$ cat src/rtl/pipe_stage_buf_pkg.sv
// Shared pipeline definitions: default payload width, per-boundary payload
// layouts and their all-zero reset values.
package pipe_pkg;

  localparam int unsigned PIPE_WIDTH_DEFAULT = 32;

  // IF/ID: fetched instruction and its PC.
  typedef struct packed {
    logic [31:0] pc;
    logic [31:0] inst;
  } if_id_t;

  // ID/EX: decoded operands and control.
  typedef struct packed {
    logic [31:0] pc;
    logic [31:0] rs_val;
    logic [31:0] rt_val;
    logic [31:0] imm;
    logic [4:0]  dest;
    logic [5:0]  alu_op;
    logic        mem_rd;
    logic        mem_wr;
    logic        reg_wr;
  } id_ex_t;

  // EX/MEM: ALU result and store data.
  typedef struct packed {
    logic [31:0] pc;
    logic [31:0] alu_res;
    logic [31:0] store_data;
    logic [4:0]  dest;
    logic        mem_rd;
    logic        mem_wr;
    logic        reg_wr;
  } ex_mem_t;

  // MEM/WB: write-back value.
  typedef struct packed {
    logic [31:0] pc;
    logic [31:0] wb_data;
    logic [4:0]  dest;
    logic        reg_wr;
  } mem_wb_t;

  localparam int unsigned IF_ID_W  = $bits(if_id_t);
  localparam int unsigned ID_EX_W  = $bits(id_ex_t);
  localparam int unsigned EX_MEM_W = $bits(ex_mem_t);
  localparam int unsigned MEM_WB_W = $bits(mem_wb_t);

  // Zero payloads used when a stage register is reset.
  localparam logic [PIPE_WIDTH_DEFAULT-1:0] PIPE_PAYLOAD_ZERO = '0;
  localparam if_id_t  IF_ID_ZERO  = '0;
  localparam id_ex_t  ID_EX_ZERO  = '0;
  localparam ex_mem_t EX_MEM_ZERO = '0;
  localparam mem_wb_t MEM_WB_ZERO = '0;

endpackage

$ cat src/rtl/pipe_stage_buf.sv
// Pipeline stage register with valid/allowin/readygo handshake.
// DEPTH=1 is a classic single-entry stage; DEPTH>1 is an elastic circular
// buffer. Synchronous flush squashes all entries; reset also zeroes storage.
module pipe_stage_buf
  import pipe_pkg::*;
#(
  parameter int unsigned WIDTH = PIPE_WIDTH_DEFAULT,
  parameter int unsigned DEPTH = 1,
  parameter int unsigned CNTW  = $clog2(DEPTH + 1)
) (
  input  logic             clk,
  input  logic             reset,
  input  logic             valid_in,
  input  logic [WIDTH-1:0] data_in,
  output logic             allowin,
  input  logic             readygo,
  input  logic             next_allowin,
  output logic             valid_out,
  output logic [WIDTH-1:0] data_out,
  output logic             allowout,
  input  logic             flush,
  output logic             head_valid,
  output logic [CNTW-1:0]  count
);

  localparam int unsigned PTRW = (DEPTH > 1) ? $clog2(DEPTH) : 1;
  localparam logic [CNTW-1:0] DEPTH_C = CNTW'(DEPTH);
  localparam logic [PTRW-1:0] LAST_P  = PTRW'(DEPTH - 1);

  logic [WIDTH-1:0] r_mem [DEPTH];
  logic [PTRW-1:0]  r_wp;
  logic [PTRW-1:0]  r_rp;
  logic [CNTW-1:0]  r_count;

  logic             w_head_valid;
  logic             w_valid_out;
  logic             w_out_fire;
  logic             w_in_fire;
  logic             w_allowin;
  logic [PTRW-1:0]  w_wp_next;
  logic [PTRW-1:0]  w_rp_next;

  // Handshake: flush blocks both directions in its own cycle.
  always_comb begin
    w_head_valid = (r_count != '0);
    w_valid_out  = w_head_valid && readygo && !flush;
    w_out_fire   = w_valid_out && next_allowin;
    w_allowin    = (r_count < DEPTH_C) || w_out_fire;
    w_in_fire    = valid_in && w_allowin && !flush;
  end

  // Pointer increment with wrap at DEPTH-1 (DEPTH need not be a power of two).
  always_comb begin
    w_wp_next = (r_wp == LAST_P) ? '0 : r_wp + 1'b1;
    w_rp_next = (r_rp == LAST_P) ? '0 : r_rp + 1'b1;
  end

  // Storage, pointers and occupancy; reset clears everything, flush only
  // rewinds pointers and count and leaves stale payloads in place.
  always_ff @(posedge clk) begin
    if (!reset) begin
      r_wp    <= '0;
      r_rp    <= '0;
      r_count <= '0;
      for (int unsigned i = 0; i < DEPTH; i++) begin
        r_mem[i] <= '0;
      end
    end else if (flush) begin
      r_wp    <= '0;
      r_rp    <= '0;
      r_count <= '0;
    end else begin
      if (w_in_fire) begin
        r_mem[r_wp] <= data_in;
        r_wp        <= w_wp_next;
      end
      if (w_out_fire) begin
        r_rp <= w_rp_next;
      end
      case ({w_in_fire, w_out_fire})
        2'b10:   r_count <= r_count + 1'b1;
        2'b01:   r_count <= r_count - 1'b1;
        default: r_count <= r_count;
      endcase
    end
  end

  // Output drive.
  always_comb begin
    allowin    = w_allowin;
    valid_out  = w_valid_out;
    allowout   = w_out_fire;
    head_valid = w_head_valid;
    count      = r_count;
    data_out   = r_mem[r_rp];
  end

endmodule

$ cat config.mk
export PLATFORM = sky130hd
export DESIGN_NAME = pipe_stage_buf
export DESIGN_NICKNAME = d
export VERILOG_FILES = /design/src/rtl/pipe_stage_buf_pkg.sv /design/src/rtl/pipe_stage_buf.sv
export SDC_FILE = /design/constraint.sdc
export NUM_CORES = 1
export LEC_CHECK = 0
export ABC_AREA = 0
export BUFFER_PORTS_ARGS = -buffer_cell sky130_fd_sc_hd__buf_2
export CAP_MARGIN = 5
export CORE_AREA = 2 2 56 71
export DETAILED_ROUTE_END_ITERATION = 7
export DIE_AREA = 0 0 58 73
export PLACE_DENSITY_LB_ADDON = 0.05
export SYNTH_ARGS = -nofsm -noshare
export SYNTH_HDL_FRONTEND = slang
export SYNTH_SLANG_ARGS = --single-unit
$ cat constraint.sdc
create_clock -name clk -period 4.35 [get_ports clk]
set_input_delay 1.0875 -clock clk [delete_from_list [all_inputs] [get_ports clk]]
set_output_delay 1.0875 -clock clk [all_outputs]
set_load 0.02 [all_outputs]
==> run summary <==
placer congestion estimate - 0.675
Die Span X - 58 um
Synth cell types - 18
pwr dens - 347 nW/um^2
max-cap viol count - 0
via count - 1192
Setup Skew - 7.25 ps
VDD IR max - 0.000201 V
number of instances in the placed design - 222
clock latency on the worst-skew pair - 270 ps
Min-Delay Path Class - flop to flop
Setup CP Type - input pin to primary output
Slew HR - 33.2%
antenna violations before repair - 0
Critical R2R Launch - count
sequential power share - 54.9%
gr busiest metal - met2
fillers - 322
Avg Cell Area, Syn - 12.7 um^2
TritonCTS clock tree - yes
Mapped Area - 1570 um^2
layout cell share with drive strength beyond 1 - 44.7%
Overall Global Routing Usage - 16.0%
CP max FO - 37
post-synth top area share - 61.4%
Initial DRC Count - 37
Worst EP arrival - 1910 ps
met3 Resource Use GR - 3.90%
DP HPWL - 2100 um
R2R depth - 5
total area of sequential cells - 981 um^2
drt via density - 5.23
Die ar. - 4230 um^2
post-DR wirelength/cell - 14.2 um
drt total wl - 3240 um
Area Growth Syn to Fin - 26.4%
CTS H-tree depth - 2
clk slew on worst S/H paths - 60 ps
maximum operating frequency - 0.334 GHz
Int Power - 0.000514 W
beginning of the worst hold path - count
die height - 73 um
area occupied by multi-input gates - 503 um^2
DRC viols - 0
Startpoint Class - input pin
setup TNS - 0 ps
asr flop ratio synth - 0%
Resized cells post-CTS - 0
sequential area share after synthesis - 62.7%
GRT overflow - 0
Root Driver - clkbuf_8
Main synth FF type - edfxtp_1
switching pwr - 0.000172 W
Net Sw Frac - 25.1%
largest net degree at the start of global routing - 38
worst path required time - 3260 ps
Pre-Repair DR Iteration Count - 6
Boundary Pins - 75
Period minus WS final - 3000 ps
combinational share of power - 15.4%
hold path depth - 2
flops & latches, synth - 33
Layout Nets - 228
status - finished clean
Sink Count - 33
Worst R2R End - count
Worst Setup End Kind - primary output
setup bufs post-CTS - 0
top cell type by total area after synthesis - edfxtp_1
routing usage on met2 - 26.5%
clock power share - 29.7%
cts hold-fix bufs - 0
first-pass GRT wire length - 5080 um
Area contributors post-synth - edfxtp_1 61%, nand4b_1 18%, nor2_1 7.7%
Synthesized Nets - 162
Least-Margin Pin Slew - 998 ps
Finish-stage setup viols - 0
leakage - 0.895 nW
Syn Inst Count - 123
unrepaired setup endpoints after global routing - false
vias in the first global route - 1118
synth cell count leaders - 32 x edfxtp_1, 32 x nand4b_1, 32 x nor2_1
IO buf count - 74
DRT antenna net count - 0
Final Hold Viols - 0
Hold Path End - count
GR Util met1 - 20.0%
Slew Limit Fails - 0
ant diodes - 0
core area - 3630 um^2
Initial Utilization - 43.1%
FP Rows - 25
Final Non-Filler Cells - 228
fin crit share - 68.9%
CTS max path bufs - 2
R2R setup slack - 2300 ps
CTS buffer count - 5
Post-synth EDFFs - 32
Yosys Warn Count - 0
==> layer usage <==
metal	vias up	share of wire, %
li1	585	-
met2	51	48
met4	0	0.77
met1	554	44
met5	-	0
met3	2	6.9
==> sequential cells by signal, indices dropped and copies added, names as in the netlist <==
signal  count
count       1
r_mem      32
==> power by group through the flow <==
stage / Clock (W) / Combinational (W) / Sequential, W
floorplan: 0 / 0.0000370 / 0.000413
global placement: 0 / 0.000104 / 0.000383
detailed placement: 0 / 0.000107 / 0.000383
CTS: 0.000211 / 0.000107 / 0.000377
global route: 0.000223 / 0.000114 / 0.000379
finish: 0.000204 / 0.000105 / 0.000377
==> critical path, stage by stage <==
cell and delay, ps:
buf_2 240, nor3b_1 340, buf_2 230
==> stage by stage <==
step	utilization (%)	instance area (um^2)	worst slack (ps)	hold WS, ps	power [W]
5_1_grt	54.5	1980	1260	699	0.000716
6_report	54.5	1980	1350	636	0.000686
4_1_cts	54.5	1980	1340	635	0.000695
3_5_place_dp	52.5	1900	1340	622	0.000490
3_3_place_gp	52.5	1900	1410	605	0.000488
2_1_floorplan	-	1570	319	676	0.000450
==> area by class of cell <==
cell class              instances  area share, %
flip-flops and latches         33           49.6
multi-input cells              75           25.4
repair buffers                 74           18.7
clock buffers                   5           3.48
well taps                      40           2.53
clock inverters                 1          0.253
==> cell families (layout without fill, tap and decap cells) <==
family / Yosys count / count (layout) / share of synthesized area [%]
compound gates: 3 / 3 / 1.84
xor+xnor: 1 / 1 / 0.560
fa+ha+maj: 1 / 1 / 0.799
buf+inv: 15 / 80 / 5.91
flops: 33 / 33 / 62.7
simple gates: 70 / 70 / 28.2
==> placed cells by master (no fill, tap or decap) <==
master,synthesis,final
a21boi_4,1,1
and3b_2,1,1
buf_2,7,74
clkbuf_8,0,5
clkinv_2,0,1
dfxtp_1,1,1
edfxtp_1,32,32
ha_1,1,1
nand2_1,1,1
nand2b_1,1,1
nand4b_1,32,32
nor2_1,32,32
nor3b_1,2,2
o21ai_0,2,1
o21ai_4,0,1
or2_2,1,1
xor2_1,1,1
==> worst max-delay path by stage <==
stage / from / to / cells after the start
2_1_floorplan: valid_in / r_mem[0][0] / 3
3_3_place_gp: flush / valid_out / 3
3_5_place_dp: flush / allowout / 3
4_1_cts: flush / allowout / 3
5_1_grt: flush / allowout / 3
6_report: flush / allowout / 3
(Power assumes the default switching activity.)
